## src/rtl/scan_reg_pkg.sv

```systemverilog
// scan_reg_pkg: shared sizes and FSM state type for the scan register bank
package scan_reg_pkg;
    localparam int NUM_ENTRIES = 16;
    localparam int CR_W = 17;
    localparam int SR_W = 15;
    localparam int IDX_W = 4;
    typedef enum logic [1:0] {IDLE, BUSY, RESP, HOLD} reg_state_t;
endpackage

```

## src/rtl/sticky_status_reg.sv

```systemverilog
// sticky_status_reg: sticky status word; set bits accumulate, clr strobe clears, set wins over clear
//   clk, rst : clock, sync active-high reset
//   set      : per-bit set pulses
//   clr      : clear strobe for the whole word
//   q        : current status
module sticky_status_reg
    import scan_reg_pkg::*;
(
    input  logic            clk,
    input  logic            rst,
    input  logic [SR_W-1:0] set,
    input  logic            clr,
    output logic [SR_W-1:0] q
);
    always_ff @(posedge clk)
        q <= rst ? '0 : (q & ~{SR_W{clr}}) | set;
endmodule

```

## src/rtl/scan_reg_bank.sv

```systemverilog
// scan_reg_bank: 16 control + 16 sticky status registers answering scan register requests
//   clk, rst           : clock, sync active-high reset
//   reg_wen, reg_ren   : level requests held until reg_ready (write wins if both)
//   seg_id, id_sel     : index = {id_sel, seg_id[2:0]}
//   cr_wdata           : control write data
//   cr_rdata, sr_rdata : response data, valid with reg_ready and held afterwards
//   reg_ready          : one-cycle completion pulse
//   cr_out             : live control registers, entry i at [17i+16:17i]
//   sr_set             : per-entry status set pulses, entry i at [15i+14:15i]
module scan_reg_bank
    import scan_reg_pkg::*;
#(
    parameter int              LATENCY  = 2,
    parameter logic [CR_W-1:0] CR_RESET = '0
) (
    input  logic                        clk,
    input  logic                        rst,
    input  logic                        reg_wen,
    input  logic                        reg_ren,
    input  logic [3:0]                  seg_id,
    input  logic                        id_sel,
    input  logic [CR_W-1:0]             cr_wdata,
    output logic [CR_W-1:0]             cr_rdata,
    output logic [SR_W-1:0]             sr_rdata,
    output logic                        reg_ready,
    output logic [NUM_ENTRIES*CR_W-1:0] cr_out,
    input  logic [NUM_ENTRIES*SR_W-1:0] sr_set
);
    reg_state_t state, state_nxt;
    logic [3:0] cnt;
    logic [IDX_W-1:0] cap_idx;
    logic cap_wr;
    logic [CR_W-1:0] cap_wdata;
    logic [CR_W-1:0] cr [NUM_ENTRIES];
    logic [SR_W-1:0] sr [NUM_ENTRIES];
    logic req, fire;
    logic unused_seg_msb;
    assign unused_seg_msb = seg_id[3];
    assign req = reg_wen | reg_ren;
    // the access executes on the last BUSY edge so reg_ready lands LATENCY edges after capture
    assign fire = (state == BUSY) && (cnt == '0);
    always_comb begin
        state_nxt = state;
        case (state)
            IDLE:    state_nxt = req ? BUSY : IDLE;
            BUSY:    state_nxt = (cnt == '0) ? RESP : BUSY;
            RESP:    state_nxt = HOLD;
            HOLD:    state_nxt = req ? HOLD : IDLE;
            default: state_nxt = IDLE;
        endcase
    end
    always_ff @(posedge clk) begin
        if (rst) begin
            state     <= IDLE;
            cnt       <= '0;
            cap_idx   <= '0;
            cap_wr    <= 1'b0;
            cap_wdata <= '0;
            reg_ready <= 1'b0;
            cr_rdata  <= '0;
            sr_rdata  <= '0;
            for (int i = 0; i < NUM_ENTRIES; i++) cr[i] <= CR_RESET;
        end else begin
            state     <= state_nxt;
            reg_ready <= fire;
            if (state == IDLE && req) begin
                cap_idx   <= {id_sel, seg_id[2:0]};
                cap_wr    <= reg_wen;
                cap_wdata <= cr_wdata;
                cnt       <= 4'(LATENCY - 1);
            end else if (state == BUSY && cnt != '0) begin
                cnt <= cnt - 4'd1;
            end
            if (fire) begin
                cr_rdata <= cap_wr ? cap_wdata : cr[cap_idx];
                sr_rdata <= sr[cap_idx];
                if (cap_wr) cr[cap_idx] <= cap_wdata;
            end
        end
    end
    for (genvar i = 0; i < NUM_ENTRIES; i++) begin : g_entry
        sticky_status_reg u_sr (
            .clk (clk),
            .rst (rst),
            .set (sr_set[i*SR_W +: SR_W]),
            .clr (fire && !cap_wr && cap_idx == IDX_W'(i)),
            .q   (sr[i])
        );
        assign cr_out[i*CR_W +: CR_W] = cr[i];
    end
endmodule

```

## config.mk

```make
export PLATFORM = sky130hd
export DESIGN_NAME = scan_reg_bank
export DESIGN_NICKNAME = d
export VERILOG_FILES = /design/src/rtl/scan_reg_pkg.sv /design/src/rtl/sticky_status_reg.sv /design/src/rtl/scan_reg_bank.sv
export SDC_FILE = /design/constraint.sdc
export NUM_CORES = 1
export LEC_CHECK = 0
export ABC_AREA = 1
export BUFFER_PORTS_ARGS = -buffer_cell sky130_fd_sc_hd__buf_2
export CAP_MARGIN = 20
export CORE_AREA = 4 4 217 219
export CTS_CLUSTER_SIZE = 12
export DETAILED_ROUTE_END_ITERATION = 10
export DIE_AREA = 0 0 221 223
export PLACE_DENSITY = 0.78
export SLEW_MARGIN = 15
export SYNTH_ARGS = -nofsm -noshare
export SYNTH_HDL_FRONTEND = slang
export SYNTH_SLANG_ARGS = --single-unit
```

## constraint.sdc

```tcl
create_clock -name clk -period 6.3 [get_ports clk]
set_input_delay 0.945 -clock clk [delete_from_list [all_inputs] [get_ports clk]]
set_output_delay 0.945 -clock clk [all_outputs]
set_load 0.02 [all_outputs]
```

# ---- Word-level counts from Yosys, hierarchy flattened
# Memories as Yosys holds them, arrays and structs flattened. A register that Yosys moved wholly into a read port is not among the register bits.
# Index checks and enable logic that the tools add are counted.
dict set report op_classes {
  addsub 1
  n_mul 0
  div_mod_pow 0
  magnitude_cmp 1
  n_eq_ne 18
  n_shift 0
  n_mux 18
  bitwise 50
  n_reduce_logical 28
}
# cell n
set op_table {}
lappend op_table {{bitwise AND 15 bit} 16}
lappend op_table {{inverter 15 bit} 16}
lappend op_table {{bitwise OR 15 bit} 16}
lappend op_table {{binary-select mux 15 bit (select 4 bit)} 1}
lappend op_table {{equality test 4 bit, second input constant} 8}
lappend op_table {{two-way mux 15 bit} 2}
lappend op_table {{logical AND 1 bit} 20}
lappend op_table {{two-way mux 17 bit} 1}
lappend op_table {{OR reduction 17 bit} 1}
lappend op_table {{equality test 4 x 3 -> 1 bit, second input constant} 4}
lappend op_table {{two-way mux 1 bit} 10}
lappend op_table {{equality test 4 x 2 -> 1 bit, second input constant} 2}
lappend op_table {{logical NOT 4 bit} 2}
lappend op_table {{case mux 2 bit (4 select lines)} 1}
lappend op_table {{greater-or-equal comparator 5 bit, second input constant} 1}
lappend op_table {{inverter 4 -> 5 bit} 1}
lappend op_table {{equality test 2 bit, second input constant} 2}
lappend op_table {{equality test 4 x 1 -> 1 bit, second input constant} 1}
lappend op_table {{two-way mux 2 bit} 2}
lappend op_table {{two-way mux 4 bit} 1}
lappend op_table {{nonzero test 4 bit} 1}
lappend op_table {{subtractor 4 x 1 -> 4 bit, second input constant} 1}
lappend op_table {{equality test 2 x 1 -> 1 bit, second input constant} 1}
lappend op_table {{logical NOT 2 bit} 1}
lappend op_table {{4 further kinds} 4}
dict set report word_totals {
  reg_bits 284
  latch_bits 0
  ramBits 272
  rom_bits 0
  input_bits 266
  word_cells 141
  mem_count 1
}
# memory words width read_ports rd_clocked_by_memory_dff wr line
set memory_table {}
lappend memory_table {cr 16 17 17 1 16 scan_reg_bank.sv:34} ;# logic [CR_W-1:0] cr [NUM_ENTRIES];

# ---- Longest topological paths before layout
# Gate-level depths: netlist of the first run.
dict set report depth {
  word_depth 7
  ltp_mapped 12
  mapped_depth_nobuf 10
}

# ---- Cells and area by module
# Synthesis of the first run repeated with hierarchy kept, for this count alone.
dict set report hier_totals {
  cells_unflattened 2930
  area_unflattened_um2 25079.1
}
# module n_inst cells_each area_per_inst_um2
set modules_own_cells {}
lappend modules_own_cells {scan_reg_bank 1 1922 16310.6}
lappend modules_own_cells {sticky_status_reg 16 63 548.0}

# ---- Worst setup path before layout of the first run
# Ideal clock, no wire load.
dict set report synth_timing {
  path_kind {input to register}
  from {input port rst}
  to {memory cr[6][0] (enable)}
  t_arrival_ns 2.131
  t_required_ns 5.926
  setup_slack_ns 3.796
  cell_stages 7
  cell_sequence {clkinv_1 > nand3_2 > inv_2 > buf_2 > nand2_1 > buf_2 > nand2_1}
}
# item line
set synth_lines {}
lappend synth_lines {{start, declared} scan_reg_bank.sv:17} ;# input logic rst,
lappend synth_lines {{end, declared} scan_reg_bank.sv:34}

==> flow_metrics.tcl, run 1 <==
set metrics [dict create \
    fin_util_pct 62.9 \
    p_int_mw 6.42 \
    cts_root_buf "clkbuf_16" \
    crit_start "cap_idx[0]" \
    p_sw_mw 3.09 \
    grt_usage_pct 34.9 \
    swShare_pct 32.5 \
    io_pins 571 \
    reg2reg_to "cr[1][6]" \
    io_buffers 569 \
    finClkSkew_ns 0.0287 \
    final_layout_size_suffix_gt1_share_pct 21.4 \
    reg2reg_from "cap_idx[0]" \
    p_clk_share_pct 32.8 \
    regArea_sq_um 14200 \
    required_ns 6.54 \
    max_cap_viol_count 0 \
    status "finished clean" \
    start_util_pct 52.3 \
    min_period_ns 4.19 \
    fp.coreArea_sq_um 45100 \
    max_freq_mhz 239 \
    clockBufferDepth 3 \
    totalWireLength_mm 91.4 \
    end_kind "flip-flop" \
    syn_nets 3015 \
    gr-total-overflow 0 \
    postCtsSetupRepairBufs 0 \
    synth_top_cell_area_share_pct 34.6 \
    clk_pin_slew_ns 0.06 \
    grt_pass1_wl_mm 131 \
    crit_path_end "cr[1][6]" \
    wl_per_cell_um 23.6 \
    vias 22600 \
    report.final.slew_viol_count 0 \
    p_leak_nw 12.8 \
    drt_iter0_drc 2812 \
    postRouteAntennaNets 0 \
    clk_latency_ns 0.62 \
    die_x_um 221 \
    synth-seq-cells 573 \
    firstDrtPassIters 8 \
    die-area_sq_um 49300 \
    peakVddDrop_uv 261 \
    criticalPathCategory "reg2reg" \
    critPathMaxFanout 61 \
    synth_edf_count 272 \
    nets 3484 \
    synthArstFlopShare_pct 0 \
    max_slew.worst_pin.slew_ns 1.05 \
    r2r_cells 7 \
    num_rows 78 \
    synth_area_sq_um 23600 \
    clock-sinks 573 \
    critPathLaunchType "flip-flop" \
    dpl.hpwl_mm 65.4 \
    cts-buffers-inserted 57 \
    slew_headroom_pct 29.6 \
    synth_area_leaders "edfxtp_1, dfxtp_1, nand2_1" \
    hold_violations 0 \
    period_share_pct 66.5 \
    yosysUniqueCellTypes 28 \
    drcViolationCount 0 \
    routed_via_density 5.83 \
    postCtsHoldBufs 0 \
    combPwrFrac_pct 21.5 \
    die_h_um 223 \
    hp-class "reg2reg" \
    worstPathArrival_ns 4.43 \
    grt_pass1_vias 21200 \
    place_congestion 0.957 \
    syn_area_per_cell_sq_um 8.59 \
    grt_max_degree 120 \
    pwr_density_cell_nw_per_um2 335 \
    htree_num_levels 2 \
    setup_viol 0 \
    yosys.area.top_type "edfxtp_1" \
    antenna_found_initial 28 \
    rrSetupSlack_ns 2.11 \
    synth_warnings 0 \
    rsz0062_at_grt "no" \
    seq_area_frac_synth_pct 60.1 \
    cts_tree "yes" \
    sequentialPowerShare_pct 45.7 \
    multi_input_area_sq_um 8430 \
    synth_ff_type "dfxtp_1" \
    syn_to_final_growth_pct 20.2 \
    cts-resized-gates 0 \
    fin_setup_tns_ns 0 \
    syn_inst 2747 \
    fill_cells 3818 \
]
worst max-delay path, stage by stage, from the launching register on:
cell and delay [ns]:
dfxtp_4 0.77, inv_2 0.11, nor2_4 0.10, buf_4 0.65, inv_2 0.13, nor2_1 0.64
nand2_1 0.54, nand2_1 0.87
flip-flops by register name (all words and copies together), names as in the netlist:
register        flops
sr_rdata           15
g_entry.u_sr.q    240
cr_rdata           17
state               2
cr                272
cap_wdata          17
cap_idx             4
reg_ready           1
cap_wr              1
cnt                 4
power by group through the flow:
stage                     logic (mW)  clock network (mW)  registers (mW)
final                           2.05                3.12            4.35
after global routing            2.18                3.27            4.37
after CTS                       1.97                3.13            4.34
after detailed placement        1.96                   0            4.42
after global placement          1.94                   0            4.40
after floorplan                 1.13                   0            4.48
cell families after synthesis:
kind of cell	share of synthesized area (%)
flops	60.1
simple gates	23.6
buf+inv	4.27
compound gates	11.8
fa+ha+maj	0.106
final cells by class:
class,count,area share (%)
repair buffers,587,10.8
diodes,30,0.265
multi-input cells,1935,29.7
clock inverters,13,0.225
inverters,62,0.820
well taps,600,2.65
clock buffers,77,5.52
flip-flops and latches,573,50.1
synthesized netlist by cell type, types with 2 or more instances:
cell type,n
buf_6,2
edfxtp_1,272
nor2_4,4
buf_4,2
a21oi_1,282
nand3_1,51
dfxtp_1,301
nand3_2,2
o21ai_0,59
inv_2,12
clkbuf_1,89
buf_1,13
nand2_1,799
nand2_2,14
o31ai_1,11
a22oi_1,120
inv_1,39
nor2_1,573
clkinv_1,11
buf_2,71
ha_1,2
o21bai_1,10
nor3_1,2
a211oi_1,2
how the worst min path moves through the flow:
stage	startpoint	to	slack (ns)	cells after the start
final	cr_rdata[6]	cr_rdata[6]	0.47	2
after global routing	cr_rdata[13]	cr_rdata[13]	0.50	2
after CTS	cr_rdata[7]	cr_rdata[7]	0.47	2
after detailed placement	cr_rdata[7]	cr_rdata[7]	0.46	2
after global placement	cr_rdata[11]	cr_rdata[11]	0.45	2
after floorplan	g_entry[10].u_sr.q[0]	g_entry[10].u_sr.q[0]	0.46	2
metal layers:
layer | track usage (%) | up-vias | part of all wire (%)
li1 | - | 10000 | -
met1 | 43.2 | 10600 | 35
met2 | 56.0 | 1695 | 45
met3 | 8.30 | 325 | 13
met4 | 21.1 | 4 | 7.4
met5 | 0 | - | 0.030
cells in the final DEF (no fill, tap or decap), types with 4 or more instances in the layout:
| cell type | synthesis | layout |
|---|---|---|
| nand2_1 | 799 | 799 |
| nor2_1 | 573 | 570 |
| buf_2 | 71 | 568 |
| dfxtp_1 | 301 | 299 |
| a21oi_1 | 282 | 282 |
| edfxtp_1 | 272 | 272 |
| a22oi_1 | 120 | 120 |
| o21ai_0 | 59 | 59 |
| clkbuf_16 | 0 | 58 |
| nand3_1 | 51 | 51 |
| inv_1 | 39 | 39 |
| diode_2 | 0 | 30 |
| clkinv_1 | 11 | 17 |
| nand2_2 | 14 | 14 |
| inv_2 | 12 | 13 |
| clkbuf_1 | 89 | 13 |
| buf_4 | 2 | 13 |
| o31ai_1 | 11 | 11 |
| o21bai_1 | 10 | 10 |
| nor2_4 | 4 | 8 |
| clkinv_2 | 0 | 4 |
| clkbuf_8 | 0 | 4 |
metrics by stage:
stage | total power [mW] | cell area [sq um] | hold slack [ns] | instances | setup slack (ns)
after floorplan | 5.61 | 23600 | 0.456 | 2747 | 3.80
after global placement | 6.34 | 26600 | 0.453 | 3754 | 1.92
after detailed placement | 6.38 | 26600 | 0.458 | 3754 | 1.85
after CTS | 9.43 | 28200 | 0.469 | 3844 | 2.30
after global routing | 9.82 | 28300 | 0.500 | 3869 | 2.04
final | 9.51 | 28400 | 0.469 | 3877 | 2.11
(Power assumes the default switching activity.)
==> run 2, diff against run 1 <==
--- a/config.mk
+++ b/config.mk
@@ -5,14 +5,14 @@
 export SDC_FILE = /design/constraint.sdc
 export NUM_CORES = 1
 export LEC_CHECK = 0
-export ABC_AREA = 1
+export ABC_AREA = 0
 export BUFFER_PORTS_ARGS = -buffer_cell sky130_fd_sc_hd__buf_2
 export CAP_MARGIN = 20
-export CORE_AREA = 4 4 217 219
+export CORE_MARGIN = 4
+export CORE_UTILIZATION = 49
 export CTS_CLUSTER_SIZE = 12
 export DETAILED_ROUTE_END_ITERATION = 10
-export DIE_AREA = 0 0 221 223
-export PLACE_DENSITY = 0.78
+export PLACE_DENSITY = 0.77
 export SLEW_MARGIN = 15
 export SYNTH_ARGS = -nofsm -noshare
 export SYNTH_HDL_FRONTEND = slang
==> constraint.sdc (replaced) <==
create_clock -name clk -period 3.7 [get_ports clk]
set_input_delay 0.555 -clock clk [delete_from_list [all_inputs] [get_ports clk]]
set_output_delay 0.555 -clock clk [all_outputs]
set_load 0.02 [all_outputs]
==> run 2 against run 1 <==
Wire length is 9.4% lower. Total power is 59% higher. Critical path depth is 2 lower. Highest routed layer unchanged. Critical path type unchanged. Combinational power is 18% higher. Clock skew is 0.018 ns lower. Die area is 5.6% higher. Sequential power is 71% higher. Via count is 14% lower. Final cell count is 17% lower. Sequential share of layout area is 0.74 points lower. Synthesized area is 0.63% higher.
==> flow_metrics.tcl, run 2 <==
set metrics [dict create \
    postRouteAntennaNets 0 \
    die_x_um 228 \
    firstDrtPassIters 5 \
    critPathMaxFanout 37 \
    finClkSkew_ns 0.0110 \
    whs_ns 0.160 \
    max_freq_mhz 320 \
    syn_area_per_cell_sq_um 11.6 \
    power.total_mw 15.1 \
    synth-seq-cells 573 \
    final_layout_size_suffix_gt1_share_pct 32.3 \
    grt_pass1_vias 19000 \
    placed_cells 3105 \
    cts_root_buf "clkbuf_16" \
    postCtsSetupRepairBufs 0 \
    status "finished clean" \
    cts-resized-gates 0 \
    die-area_sq_um 52100 \
    rsz0062_at_grt "no" \
    postCtsHoldBufs 0 \
    grtUsageMet2_pct 53.3 \
    syn_to_final_growth_pct 21.3 \
    top_regs "cr x272, g_entry.u_sr.q x240" \
    end_kind "flip-flop" \
    clk_latency_ns 0.60 \
    largest_register_ffs 272 \
    synth_ff_type "dfxtp_1" \
    multi_input_area_sq_um 8850 \
    grt_pass1_wl_mm 122 \
    clockBufferDepth 3 \
    grt_usage_pct 30.6 \
    routed_via_density 6.03 \
    regArea_sq_um 14200 \
    die_h_um 228 \
    cts_tree "yes" \
    num_rows 80 \
    fill_cells 3814 \
    required_ns 4.15 \
    syn_inst 2045 \
    max_slew.worst_pin.slew_ns 1.04 \
    reg2reg_from "cap_idx[0]" \
    syn_nets 2313 \
    hp-class "in2reg" \
    synth_warnings 0 \
    max_cap_viol_count 0 \
    layout_common_cells "buf_2, nor2_1, dfxtp_1, a21oi_1, edfxtp_1" \
    grt_util_met1_pct 36.6 \
    synth_edf_count 272 \
    vias 19400 \
    gr-total-overflow 0 \
    drcViolationCount 0 \
    top_register "cr" \
    synth_top_cell_area_share_pct 34.4 \
    rrSetupSlack_ns 0.57 \
    seq_area_frac_synth_pct 59.8 \
    synth.most_common_cell "nor2_1" \
    layout_commonest_cell "buf_2" \
    yosysUniqueCellTypes 51 \
    yosys.area.top_type "edfxtp_1" \
    synthArstFlopShare_pct 0 \
    clk_pin_slew_ns 0.06 \
    cts-buffers-inserted 56 \
    antenna_found_initial 17 \
    period_share_pct 84.6 \
    dpl.hpwl_mm 60.5 \
    fin_util_pct 60.2 \
    fin_setup_tns_ns 0 \
    totalWireLength_mm 82.8 \
    crit_start "cap_idx[0]" \
    setup_viol 0 \
    met3_usage_pct 7.34 \
    grt_busiest_layer "met2" \
    ys_top_cells_by_count "nor2_1, dfxtp_1, a21oi_1" \
    stdcell_count 3213 \
    start_util_pct 49.6 \
    io_pins 571 \
    criticalPathCategory "reg2reg" \
    htree_num_levels 2 \
    holdCritStartpoint "sr_set[24]" \
    synth_area_sq_um 23800 \
    place_congestion 0.934 \
    p_leak_nw 12.2 \
    min_period_ns 3.13 \
    nets 2816 \
    synth_area_leaders "edfxtp_1, dfxtp_1, mux4_2" \
    drt_iter0_drc 2465 \
    grt_max_degree 228 \
    clock-sinks 573 \
    wl_per_cell_um 25.8 \
    fp.coreArea_sq_um 47800 \
    critPathLaunchType "flip-flop" \
    pwr_density_cell_nw_per_um2 525 \
    report.final.slew_viol_count 0 \
    io_buffers 569 \
    peakVddDrop_uv 435 \
    hold_violations 0 \
    slew_headroom_pct 30.7 \
    worstPathArrival_ns 3.58 \
]
==> run 2: changes by cell type after synthesis, moves of 31 or more <==
cell,previous run,this run
and3_1,0,160
nor2_1,573,386
mux2i_1,0,56
inv_1,39,3
nand3_1,51,20
a22oi_1,120,25
mux4_2,0,100
nand2_1,799,86
o21ai_0,59,2
==> run 2: path summary, 6_finish.rpt <==
check | to | depth (start not counted)
worst min-delay path | g_entry[1].u_sr.q[9] | 3
worst min register to register | cap_wdata[5] | 2
worst max register to register | g_entry[11].u_sr.q[3] | 5
worst max-delay path | g_entry[11].u_sr.q[3] | 5
==> run 2: cell type report <==
| class | instances | area share, % |
|---|---|---|
| inverter | 3 | 0.0391 |
| timing repair buffer | 618 | 11.5 |
| sequential | 573 | 49.3 |
| clock inverter | 5 | 0.0869 |
| antenna | 14 | 0.122 |
| multi-input combinational | 1296 | 30.7 |
| clock buffer | 89 | 5.58 |
| tap | 615 | 2.67 |
==> run 2: worst max-delay path, cell delays in order (launching register included) <==
cell     delay, ns
dfxtp_4       0.74
buf_12        0.35
and4b_1       0.59
nand3_1       0.78
a21oi_1       0.42
nor2_1        0.06
==> run 2: power by group <==
part           leakage, nW  switching (mW)  total, mW  internal, mW
clock network        0.794            2.34       5.27          2.94
logic                 6.10            1.48       2.42         0.945
registers             5.32           0.394       7.42          7.03
==> run 2: per-layer routing <==
| layer | vias to the layer above | part of all wire [%] |
|---|---|---|
| li1 | 8496 | - |
| met1 | 9423 | 35 |
| met2 | 1227 | 50 |
| met3 | 215 | 10 |
| met4 | 10 | 4.7 |
| met5 | - | 0.075 |
==> run 2: cells by family after synthesis <==
kind of cell,Yosys count,share of synthesized area [%]
compound gates,402,9.80
fa+ha+maj,2,0.105
flops,573,59.8
xor+xnor,3,0.111
simple gates,719,14.3
mux,170,12.5
buf+inv,176,3.40
==> run 2: metrics by stage <==
step	worst slack [ns]	instance area, sq um
2_1_floorplan	1.23	23800
3_3_place_gp	0.719	27100
3_5_place_dp	0.606	27100
4_1_cts	0.589	28800
5_1_grt	0.419	28800
6_report	0.572	28800
